### src/rtl/ahb_pixel_slave_pkg.sv
// Shared encodings, register map and responder state type for the AHB pixel slave.
package ahb_pixel_pkg;

  localparam logic [1:0] HTRANS_IDLE   = 2'b00;
  localparam logic [1:0] HTRANS_BUSY   = 2'b01;
  localparam logic [1:0] HTRANS_NONSEQ = 2'b10;
  localparam logic [1:0] HTRANS_SEQ    = 2'b11;

  localparam logic HRESP_OKAY  = 1'b0;
  localparam logic HRESP_ERROR = 1'b1;

  localparam logic [2:0] HSIZE_WORD = 3'b010;

  localparam logic [7:0] OFF_CTRL   = 8'h00;
  localparam logic [7:0] OFF_STATUS = 8'h04;
  localparam logic [7:0] OFF_DATA   = 8'h08;
  localparam logic [7:0] OFF_OVFCNT = 8'h0C;
  localparam logic [7:0] OFF_THRESH = 8'h10;

  localparam int STAT_EMPTY     = 0;
  localparam int STAT_FULL      = 1;
  localparam int STAT_OVF       = 2;
  localparam int STAT_LEVEL_LSB = 8;

  typedef enum logic [2:0] {
    RS_IDLE,
    RS_DATA,
    RS_WAIT,
    RS_ERR1,
    RS_ERR2
  } resp_state_t;

endpackage

### src/rtl/ahb_pixel_slave_if.sv
// AHB-Lite bus bundle between the MSS fabric master and the pixel slave.
interface ahb_pixel_slave_if #(
  parameter int ADDR_W = 8
) ();
  logic              HSEL;
  logic [ADDR_W-1:0] HADDR;
  logic [1:0]        HTRANS;
  logic              HWRITE;
  logic [2:0]        HSIZE;
  logic [31:0]       HWDATA;
  logic              HREADYIN;
  logic [31:0]       HRDATA;
  logic              HREADYOUT;
  logic              HRESP;

  modport master (
    output HSEL, HADDR, HTRANS, HWRITE, HSIZE, HWDATA, HREADYIN,
    input  HRDATA, HREADYOUT, HRESP
  );

  modport slave (
    input  HSEL, HADDR, HTRANS, HWRITE, HSIZE, HWDATA, HREADYIN,
    output HRDATA, HREADYOUT, HRESP
  );
endinterface

### src/rtl/ahb_pixel_slave_sync_fifo.sv
// First-word fall-through synchronous FIFO; a push while full only lands if a pop frees a slot.
module sync_fifo #(
  parameter  int DEPTH  = 16,
  parameter  int DATA_W = 32,
  localparam int AW     = $clog2(DEPTH),
  localparam int LW     = AW + 1
) (
  input  logic              clk,
  input  logic              rst,
  input  logic              push,
  input  logic              pop,
  input  logic              flush,
  input  logic [DATA_W-1:0] din,
  output logic [DATA_W-1:0] dout,
  output logic              full,
  output logic              empty,
  output logic [LW-1:0]     level
);
  logic [DATA_W-1:0] mem [DEPTH];
  logic [AW-1:0]     rd_ptr;
  logic [AW-1:0]     wr_ptr;
  logic              do_push;
  logic              do_pop;

  assign empty   = (level == '0);
  assign full    = (level == LW'(DEPTH));
  assign do_pop  = pop & ~empty;
  assign do_push = push & (~full | do_pop);
  assign dout    = mem[rd_ptr];

  always_ff @(posedge clk or posedge rst) begin
    if (rst) begin
      rd_ptr <= '0;
      wr_ptr <= '0;
      level  <= '0;
    end else if (flush) begin
      rd_ptr <= '0;
      wr_ptr <= '0;
      level  <= '0;
    end else begin
      if (do_push) wr_ptr <= wr_ptr + 1'b1;
      if (do_pop)  rd_ptr <= rd_ptr + 1'b1;
      level <= level + LW'(do_push) - LW'(do_pop);
    end
  end

  always_ff @(posedge clk) begin
    if (do_push & ~flush) mem[wr_ptr] <= din;
  end
endmodule

### src/rtl/ahb_pixel_slave.sv
// AHB-Lite responder exposing CTRL/STATUS/THRESH/OVFCNT and a pop window onto the pixel FIFO.
module ahb_pixel_slave
  import ahb_pixel_pkg::*;
#(
  parameter int FIFO_DEPTH = 16,
  parameter int TIMEOUT    = 16,
  parameter int ADDR_W     = 8
) (
  input  logic                    FAB_CLK,
  input  logic                    SYSRESET,
  ahb_pixel_slave_if.slave        ahb,
  input  logic                    pix_valid,
  input  logic [31:0]             pix_data,
  output logic                    ctrl_enable,
  output logic                    irq
);
  localparam int LW = $clog2(FIFO_DEPTH) + 1;

  resp_state_t       state;
  logic [ADDR_W-1:0] addr_p1;
  logic              write_p1;
  logic [7:0]        wcnt;
  logic [7:0]        thresh;
  logic              ovf;
  logic [15:0]       ovfcnt;

  logic              accept;
  logic              addr_err;
  logic              in_dphase;
  logic              rd_fifo;
  logic              stall;
  logic              timeout;
  logic              reg_wr;
  logic              clear;
  logic              push_req;
  logic              fifo_pop;
  logic              drop;
  logic              fifo_full;
  logic              fifo_empty;
  logic [LW-1:0]     level;
  logic [31:0]       fifo_head;
  logic [31:0]       status;

  sync_fifo #(.DEPTH(FIFO_DEPTH), .DATA_W(32)) u_fifo (
    .clk   (FAB_CLK),
    .rst   (SYSRESET),
    .push  (push_req),
    .pop   (fifo_pop),
    .flush (clear),
    .din   (pix_data),
    .dout  (fifo_head),
    .full  (fifo_full),
    .empty (fifo_empty),
    .level (level)
  );

  assign accept    = ahb.HSEL & ahb.HTRANS[1] & ahb.HREADYIN;
  assign in_dphase = (state == RS_DATA) || (state == RS_WAIT);
  assign rd_fifo   = in_dphase & ~write_p1 & (addr_p1 == ADDR_W'(OFF_DATA));
  assign stall     = rd_fifo & fifo_empty;
  assign fifo_pop  = rd_fifo & ~fifo_empty;
  assign push_req  = pix_valid & ctrl_enable;
  // A push arriving on the last allowed wait cycle rescues the read.
  assign timeout   = stall & (wcnt == 8'(TIMEOUT - 1)) & ~push_req;
  assign reg_wr    = (state == RS_DATA) & write_p1;
  assign clear     = reg_wr & (addr_p1 == ADDR_W'(OFF_CTRL)) & ahb.HWDATA[1];
  assign drop      = push_req & fifo_full & ~fifo_pop & ~clear;

  assign ahb.HREADYOUT = ~((state == RS_ERR1) | stall);
  assign ahb.HRESP     = ((state == RS_ERR1) || (state == RS_ERR2)) ? HRESP_ERROR : HRESP_OKAY;

  // Legality is fully known in the address phase.
  always_comb begin
    addr_err = 1'b0;
    case (ahb.HADDR)
      ADDR_W'(OFF_CTRL), ADDR_W'(OFF_THRESH):                   addr_err = 1'b0;
      ADDR_W'(OFF_STATUS), ADDR_W'(OFF_DATA), ADDR_W'(OFF_OVFCNT): addr_err = ahb.HWRITE;
      default:                                                  addr_err = 1'b1;
    endcase
    if (ahb.HSIZE != HSIZE_WORD) addr_err = 1'b1;
  end

  always_comb begin
    status                 = 32'(level) << STAT_LEVEL_LSB;
    status[STAT_EMPTY]     = fifo_empty;
    status[STAT_FULL]      = fifo_full;
    status[STAT_OVF]       = ovf;
    ahb.HRDATA             = '0;
    if (in_dphase & ~write_p1) begin
      case (addr_p1)
        ADDR_W'(OFF_CTRL):   ahb.HRDATA = {31'b0, ctrl_enable};
        ADDR_W'(OFF_STATUS): ahb.HRDATA = status;
        ADDR_W'(OFF_DATA):   ahb.HRDATA = fifo_empty ? '0 : fifo_head;
        ADDR_W'(OFF_OVFCNT): ahb.HRDATA = {16'b0, ovfcnt};
        ADDR_W'(OFF_THRESH): ahb.HRDATA = {24'b0, thresh};
        default:             ahb.HRDATA = '0;
      endcase
    end
  end

  always_ff @(posedge FAB_CLK or posedge SYSRESET) begin
    if (SYSRESET) begin
      state    <= RS_IDLE;
      addr_p1  <= '0;
      write_p1 <= 1'b0;
      wcnt     <= '0;
    end else if (state == RS_ERR1) begin
      state <= RS_ERR2;
    end else if (stall) begin
      if (timeout) begin
        state <= RS_ERR1;
      end else begin
        state <= RS_WAIT;
        wcnt  <= wcnt + 1'b1;
      end
    end else if (accept) begin
      addr_p1  <= ahb.HADDR;
      write_p1 <= ahb.HWRITE;
      wcnt     <= '0;
      state    <= addr_err ? RS_ERR1 : RS_DATA;
    end else begin
      state <= RS_IDLE;
    end
  end

  always_ff @(posedge FAB_CLK or posedge SYSRESET) begin
    if (SYSRESET) begin
      ctrl_enable <= 1'b0;
      thresh      <= '0;
      ovf         <= 1'b0;
      ovfcnt      <= '0;
      irq         <= 1'b0;
    end else begin
      if (reg_wr && addr_p1 == ADDR_W'(OFF_CTRL))   ctrl_enable <= ahb.HWDATA[0];
      if (reg_wr && addr_p1 == ADDR_W'(OFF_THRESH)) thresh      <= ahb.HWDATA[7:0];
      if (clear) begin
        ovf    <= 1'b0;
        ovfcnt <= '0;
      end else if (drop) begin
        ovf <= 1'b1;
        if (ovfcnt != 16'hFFFF) ovfcnt <= ovfcnt + 1'b1;
      end
      irq <= ctrl_enable & (thresh != '0) & (9'(level) >= {1'b0, thresh});
    end
  end
endmodule

### src/flat_wrapper.sv
// flat-port wrapper written by rule: the top's interface ports become plain ports
module ahb_pixel_slave_flat import ahb_pixel_pkg::*;
#(
  parameter int FIFO_DEPTH = 16,
  parameter int TIMEOUT    = 16,
  parameter int ADDR_W     = 8
)
  (FAB_CLK, SYSRESET, pix_valid, pix_data, ctrl_enable, irq, ahb_HSEL, ahb_HADDR, ahb_HTRANS, ahb_HWRITE, ahb_HSIZE, ahb_HWDATA, ahb_HREADYIN, ahb_HRDATA, ahb_HREADYOUT, ahb_HRESP);
  ahb_pixel_slave_if #(.ADDR_W(ADDR_W)) ahb_i ();
  input  logic FAB_CLK;
  input  logic SYSRESET;
  input  logic pix_valid;
  input  logic [31:0] pix_data;
  output logic ctrl_enable;
  output logic irq;
  input wire logic [$bits(ahb_i.HSEL)-1:0] ahb_HSEL;
  input wire logic [$bits(ahb_i.HADDR)-1:0] ahb_HADDR;
  input wire logic [$bits(ahb_i.HTRANS)-1:0] ahb_HTRANS;
  input wire logic [$bits(ahb_i.HWRITE)-1:0] ahb_HWRITE;
  input wire logic [$bits(ahb_i.HSIZE)-1:0] ahb_HSIZE;
  input wire logic [$bits(ahb_i.HWDATA)-1:0] ahb_HWDATA;
  input wire logic [$bits(ahb_i.HREADYIN)-1:0] ahb_HREADYIN;
  output wire logic [$bits(ahb_i.HRDATA)-1:0] ahb_HRDATA;
  output wire logic [$bits(ahb_i.HREADYOUT)-1:0] ahb_HREADYOUT;
  output wire logic [$bits(ahb_i.HRESP)-1:0] ahb_HRESP;
  assign ahb_i.HSEL = ahb_HSEL;
  assign ahb_i.HADDR = ahb_HADDR;
  assign ahb_i.HTRANS = ahb_HTRANS;
  assign ahb_i.HWRITE = ahb_HWRITE;
  assign ahb_i.HSIZE = ahb_HSIZE;
  assign ahb_i.HWDATA = ahb_HWDATA;
  assign ahb_i.HREADYIN = ahb_HREADYIN;
  assign ahb_HRDATA = ahb_i.HRDATA;
  assign ahb_HREADYOUT = ahb_i.HREADYOUT;
  assign ahb_HRESP = ahb_i.HRESP;
  ahb_pixel_slave #(.FIFO_DEPTH(FIFO_DEPTH), .TIMEOUT(TIMEOUT), .ADDR_W(ADDR_W)) u_core (.FAB_CLK(FAB_CLK), .SYSRESET(SYSRESET), .ahb(ahb_i), .pix_valid(pix_valid), .pix_data(pix_data), .ctrl_enable(ctrl_enable), .irq(irq));
endmodule
### config.mk
export PLATFORM = sky130hd
export DESIGN_NAME = ahb_pixel_slave_flat
export DESIGN_NICKNAME = d
export VERILOG_FILES = /design/src/rtl/ahb_pixel_slave_pkg.sv /design/src/rtl/ahb_pixel_slave_if.sv /design/src/rtl/ahb_pixel_slave_sync_fifo.sv /design/src/rtl/ahb_pixel_slave.sv /design/src/flat_wrapper.sv
export SDC_FILE = /design/constraint.sdc
export NUM_CORES = 1
export LEC_CHECK = 0
export CAP_MARGIN = 10
export CORE_UTILIZATION = 40
export CTS_CLUSTER_DIAMETER = 30
export DETAILED_ROUTE_END_ITERATION = 8
export GPL_TIMING_DRIVEN = 0
export SLEW_MARGIN = 0
export SYNTH_ARGS = -nofsm -noshare
export SYNTH_HDL_FRONTEND = slang
export SYNTH_SLANG_ARGS = --single-unit
### constraint.sdc
create_clock -name FAB_CLK -period 16.8 [get_ports FAB_CLK]
set_input_delay 3.36 -clock FAB_CLK [delete_from_list [all_inputs] [get_ports FAB_CLK]]
set_output_delay 3.36 -clock FAB_CLK [all_outputs]
set_load 0.03 [all_outputs]
==> reports/metrics.yaml, run 1 <==
status: "finished clean"
synth_ff_type: "edfxtp_1"
power_density_nw_per_um2: 144
vias_per_cell: 5.52
drtIter0Drc: 1229
crit_path_end_kind: "primary output"
multi_input_area_um2: 6150
drive_gt1_share_pct: 29.6
rsz0062_at_grt: "false"
cts.clk_slew.worst_paths_ps: 40
worstPathArrival_ps: 4940
hold_violations: 0
dr.pass1.iters: 7
ant_nets: 0
antenna_found_initial: 2
wl_mm: 59.4
synth.most_common_cell: "edfxtp_1"
fill_cells: 4562
wl_met1_mm: 24.9
synth_area_um2: 23300
yosys_warnings: 0
cp_max_fo: 10
worst_slew_pin_slew_ps: 1200
post-cts-setup-buffers: 0
r2r_cells: 11
synth_seq_area_share_pct: 72.5
synth.distinct_cells: 68
drc_errors: 0
grt_first_pass_wirelength_mm: 88.9
rows: 88
synth-edff-count: 512
die_area_um2: 59200
area_delta_synth_final_pct: 28.3
grt_max_degree: 34
vias: 13000
cts_hold_buf: 0
routedWlPerCell_um: 25.2
start_util_pct: 40.4
skew_ps: 28.2
internal_power_mw: 3.26
route.met3.wl_mm: 4.31
hpwlAfterDp_mm: 40.4
hold_ws_ps: 499
clockPowerShare_pct: 50.7
setup_viol: 0
syn_avg_cell_area_um2: 19.2
seq_power_share_pct: 37.0
synth_area_leader_cell: "edfxtp_1"
die_w_um: 243
place.gp.congestion: 0.825
drv_cap: 0
relSlewSlack_pct: 20.0
fmax_mhz: 121
p_leak_nw: 10.3
die_y_um: 243
yosysTopAreaCellShare_pct: 66.0
p_comb_share_pct: 12.3
cts_max_level: 3
async_flop_share_pct: 10.5
cts_resized: 0
critical_path_class: "flip-flop to primary output"
numCtsBuffers: 111
tns_ps: 0
finalNetCount: 1605
ios: 119
p_sw_share_pct: 24.3
startpoint_type: "flip-flop"
switchingPower_mw: 1.05
r2r_start: "u_core.addr_p1[1]$_DFFE_PP0P_"
grt_pass1_vias: 13600
required_ps: 13440
synthTopCellsByCount: "edfxtp_1, mux4_2, dfrtp_1"
clockBufferDepth: 3
ys_ff_latch: 572
whs_path_depth: 1
cts_tree: "done"
core_area_um2: 57600
diodes: 0
hp-start: "u_core.addr_p1[7]$_DFFE_PP0P_"
port_buffers: 93
track_usage_pct: 20.6
post-route-min-period_ps: 8300
peakVddDrop_mv: 0.104
clock-sinks: 572
syn_nets: 1316
fin_crit_sh_pct: 49.4
overflow: 0
insertion_delay_ps: 650
seq_area_um2: 16900
crit_path_start: "u_core.u_fifo.rd_ptr[1]$_DFFE_PP0P_"
hp-class: "flip-flop to flip-flop"
synth_area_leaders: "edfxtp_1, mux4_2, dfrtp_1"
cts_root_buf: "clkbuf_16"
top_layer_used: "met5"
netlist_instances: 1214
maxSlewViolCount: 0
wl_met2_mm: 29.1
## power by group through the flow
stage / registers, mW / logic [mW] / clock network (mW)
2_1_floorplan: 1.61 / 0.358 / 0
3_3_place_gp: 1.62 / 0.524 / 0
3_5_place_dp: 1.62 / 0.535 / 0
4_1_cts: 1.59 / 0.540 / 2.21
5_1_grt: 1.60 / 0.574 / 2.28
6_report: 1.59 / 0.529 / 2.18
## cells in the final DEF (no fill, tap or decap), drive strengths merged, types with 15 or more instances in the layout
cell type,synthesis,routed
a21oi,28,28
buf,31,114
clkbuf,32,155
clkdlybuf4s50,0,93
clkinv,1,43
clkinvlp,0,21
dfrtp,60,60
edfxtp,512,512
ha,18,18
inv,22,27
mux2,22,22
mux2i,34,34
mux4,137,137
nand2,54,54
nand3,18,18
nor2,37,37
nor2b,22,22
o21ai,21,21
o22ai,15,15
## area by class of cell
cell class	instances	area share [%]
Inverter	23	0.289
Sequential cell	572	56.5
Tap cell	765	3.20
Clock inverter	82	3.08
Buffer	63	0.950
Multi-Input combinational cell	556	20.6
Timing Repair Buffer	176	5.79
Clock buffer	123	9.62
## sequential cells by signal, indices dropped and copies added (netlist names)
register	flops
u_core.irq	1
u_core.write_p1	1
u_core.ovfcnt	16
u_core.addr_p1	8
u_core.ctrl_enable	1
u_core.thresh	8
u_core.ovf	1
u_core.u_fifo.level	5
u_core.u_fifo.mem	512
u_core.u_fifo.rd_ptr	4
u_core.wcnt	8
u_core.state	3
u_core.u_fifo.wr_ptr	4
## through the flow
stage               utilization (%)  setup WS, ps  power, mW  instances  instance area (µm²)
floorplan                         -          8960       1.97       1214                23300
global placement               43.7          3050       2.14       2072                25200
detailed placement             45.3          9060       2.15       2155                26100
CTS                            51.9          8340       4.35       2360                29900
global route                   51.9          8240       4.45       2360                29900
finish                         51.9          8500       4.31       2360                29900
## routing by layer
| layer | up-vias | track usage (%) |
|---|---|---|
| li1 | 5617 | - |
| met4 | 4 | 5.44 |
| met3 | 90 | 5.43 |
| met2 | 506 | 33.5 |
| met1 | 6815 | 27.3 |
| met5 | - | 0 |
## critical path: stages (launching register included)
cell and delay (ps):
dfrtp_1 350, buf_2 320, buf_1 640, buf_1 730, clkbuf_1 620, nand2_1 130, a31oi_1 530, a22o_1 280
clkdlybuf4s50_1 690
## path summary, 6_finish.rpt
kind | to | slack [ps]
worst max-delay path | ahb_HRDATA[15] | 8500
worst min-delay path | u_core.addr_p1[7]$_DFFE_PP0P_ | 500
worst max register to register | u_core.u_fifo.mem[15][18]$_DFFE_PP_ | 12470
worst min register to register | u_core.addr_p1[7]$_DFFE_PP0P_ | 500
max in group asynchronous | u_core.u_fifo.level[2]$_DFF_PP0_ | 12980
min in group asynchronous | u_core.addr_p1[6]$_DFFE_PP0P_ | 3200
## kinds of logic (layout without fill, tap and decap cells)
logic type / count (synthesis) / after routing / synth area share [%]
AOI/OAI and AO/OA: 120 / 120 / 3.46
xor gates and xnor gates: 10 / 10 / 0.376
adders and majority gates: 19 / 19 / 1.05
buffers and inverters: 86 / 467 / 1.59
DFF: 572 / 572 / 72.5
muxes: 193 / 193 / 15.8
and+or+nand+nor: 214 / 214 / 5.30
Note: power is estimated with default switching activity, not from simulation.
==> inputs of run 2 (changes only) <==
==> constraint.sdc (replaced) <==
create_clock -name FAB_CLK -period 8.6 [get_ports FAB_CLK]
set_input_delay 1.72 -clock FAB_CLK [delete_from_list [all_inputs] [get_ports FAB_CLK]]
set_output_delay 1.72 -clock FAB_CLK [all_outputs]
set_load 0.03 [all_outputs]
==> results of run 2 <==
Same layout as run 1 (identical final DEF). Status: finished clean.
Among the figures that moved: setup slack after placement 9060 ps -> 2500 ps; setup slack after layout 8500 ps -> 1940 ps; register-to-register setup slack 12470 ps -> 4270 ps; total power 4.31 mW -> 8.41 mW; worst IR drop on VDD 0.104 mV -> 0.203 mV
==> inputs of run 3 (changes only) <==
==> constraint.sdc (replaced) <==
create_clock -name FAB_CLK -period 6 [get_ports FAB_CLK]
set_input_delay 1.2 -clock FAB_CLK [delete_from_list [all_inputs] [get_ports FAB_CLK]]
set_output_delay 1.2 -clock FAB_CLK [all_outputs]
set_load 0.03 [all_outputs]
==> run 3 against run 2 <==
Core utilization about the same. Clock power rose by 43%. Final area hardly changed. Global-route usage hardly changed. Via count decreased by 0.32%. Worst setup slack lost 1600 ps. Register-to-register slack lost 2600 ps. Clock skew barely moved. Power increased by 43%. Count of clock-buffer cells in the layout unchanged. Critical path depth decreased by 1. Critical path type unchanged.
==> reports/metrics.yaml, run 3 (synthesized netlist as in run 1, its figures left out) <==
ant_nets: 0  # unchanged
hpwlAfterDp_mm: 40.4  # unchanged
worstPathArrival_ps: 4490  # was 4940 ps
critical_path_class: "flip-flop to primary output"  # unchanged
routedWlPerCell_um: 25.1  # was 25.2 µm
startpoint_type: "flip-flop"  # unchanged
p_leak_nw: 10.3  # about the same
crit_path_max_incr_delay_ps: 730  # about the same
dr.pass1.iters: 7  # unchanged
cpMaxStageDelayCell: "buf_1"  # unchanged
cp_num_cells: 7  # was 8
cts.clk_slew.worst_paths_ps: 50  # was 40 ps
post-place-ws_ps: 416  # was 2500 ps
cp_cell_sequence: "buf_2 > buf_1 > clkbuf_1 > nand2_1 > a31oi_1 > a22o_1 > clkdlybuf4s50_1"  # was buf_2 > buf_1 > buf_1 > clkbuf_1 > nand2_1 > a31oi_1 > a22o_1 > clkdlybuf4s50_1
numCtsBuffers: 111  # unchanged
cts_max_level: 3  # unchanged
largest_register: "u_core.u_fifo.mem"  # unchanged
vias_per_cell: 5.51  # was 5.52
required_ps: 4800  # was 6880 ps
ff2ff_setup_slack_ps: 1670  # was 4270 ps
finalNetCount: 1603  # was 1605
die_w_um: 243  # unchanged
post-route-min-period_ps: 5690
cp_max_fo: 17  # was 10
cts_root_buf: "clkbuf_16"  # unchanged
port_buffers: 93  # unchanged
r2r_start: "u_core.addr_p1[1]$_DFFE_PP0P_"  # unchanged
die_area_um2: 59200  # unchanged
drv_cap: 0  # unchanged
antenna_found_initial: 2  # unchanged
ios: 119  # unchanged
drc_errors: 0  # unchanged
design_area_um2: 29900  # about the same
mostFrequentLayoutCells: "edfxtp_1, mux4_2, clkbuf_16"  # unchanged
cts_tree: "done"  # unchanged
fmax_mhz: 176
place_area_um2: 26100  # unchanged
power_density_nw_per_um2: 404  # was 282 nW/µm²
post-cts-setup-buffers: 0  # unchanged
clock-sinks: 572  # unchanged
overflow: 0  # unchanged
wl_mm: 59.2  # was 59.4 mm
start_util_pct: 40.4  # unchanged
die_y_um: 243  # unchanged
fin_crit_sh_pct: 94.8
track_usage_pct: 20.6  # about the same
whs_path_depth: 1  # unchanged
hp-start: "u_core.addr_p1[7]$_DFFE_PP0P_"  # unchanged
worst_slew_pin_slew_ps: 1190  # was 1200 ps
hold_violations: 0  # unchanged
largest_register_ff_count: 512  # unchanged
area_delta_synth_final_pct: 28.3  # about the same
stdcell_count: 2358  # was 2360
maxSlewViolCount: 0  # unchanged
grt_max_degree: 34  # unchanged
diodes: 0  # unchanged
crit_path_start: "u_core.u_fifo.rd_ptr[1]$_DFFE_PP0P_"  # unchanged
vias: 13000  # about the same
clockBufferDepth: 3  # unchanged
drive_gt1_share_pct: 29.8  # was 29.6%
hold_ws_ps: 501  # was 499 ps
grt_pass1_vias: 13600  # about the same
finish.utilization_pct: 51.9  # about the same
crit_buf_inv: 4  # was 5
r2r_cells: 11  # unchanged
largest_registers: "u_core.u_fifo.mem x512, u_core.ovfcnt x16"  # unchanged
layout_commonest_cell: "edfxtp_1"  # unchanged
crit_path_end_kind: "primary output"  # unchanged
setup_viol: 0  # unchanged
grt_first_pass_wirelength_mm: 88.9  # about the same
peakVddDrop_mv: 0.289  # was 0.203 mV
core_area_um2: 57600  # unchanged
dp_cells: 2155  # unchanged
rsz0062_at_grt: "false"  # unchanged
place.gp.congestion: 0.825  # unchanged
cp_top_family: "buffers and inverters"  # unchanged
setup_ws_ps: 311  # was 1940 ps
hp-class: "flip-flop to flip-flop"  # unchanged
skew_ps: 28.2  # about the same
relSlewSlack_pct: 20.5  # was 20.0%
insertion_delay_ps: 650  # about the same
rows: 88  # unchanged
drtIter0Drc: 1360  # was 1229
status: "finished clean"  # unchanged
[run 3: area by class of cell]
class,instances,area (µm²)
tap,765,957
clock inverter,82,921
clock buffer,123,2870
timing repair buffer,176,1730
fill,4561,27700
inverter,23,86.3
sequential,572,16900
buffer,61,280
multi-input combinational,556,6150
[run 3: per-stage QoR]
stage                     setup TNS (ps)  total power, mW
after CTS                              0             12.2
after global routing                   0             12.5
after global placement          -1768970             6.00
final                                  0             12.1
after detailed placement               0             6.03
after floorplan                        0             5.52
[run 3: worst paths after layout]
check / endpoint
worst max-delay path: ahb_HRDATA[13]
worst min-delay path: u_core.addr_p1[7]$_DFFE_PP0P_
worst max register to register: u_core.u_fifo.mem[15][18]$_DFFE_PP_
worst min register to register: u_core.addr_p1[7]$_DFFE_PP0P_
max in group asynchronous: u_core.u_fifo.level[3]$_DFF_PP0_
min in group asynchronous: u_core.addr_p1[6]$_DFFE_PP0P_
[run 3: timing repair]
| action | in CTS | in global routing |
|---|---|---|
| pin swaps | 0 | 0 |
| endpoints found under the setup margin | 18 | 9 |
| hold buffers | 0 | 0 |
| resized for setup | 0 | 8 |
| gates cloned | 0 | 0 |
[run 3: routing by layer]
layer  wire, µm  vias up  part of all wire, %  track usage, %
met3       4160       89                  7.0            5.43
met4       1130        4                  1.9            5.38
met1      24900     6801                   42            27.3
met5         31        -                0.052               0
met2      29000      479                   49            33.6
li1           -     5617                    -               -
[run 3: report_power, final]
part | internal (mW) | switching (mW)
registers | 4.40 | 0.0696
logic | 0.671 | 0.799
clock network | 4.05 | 2.06
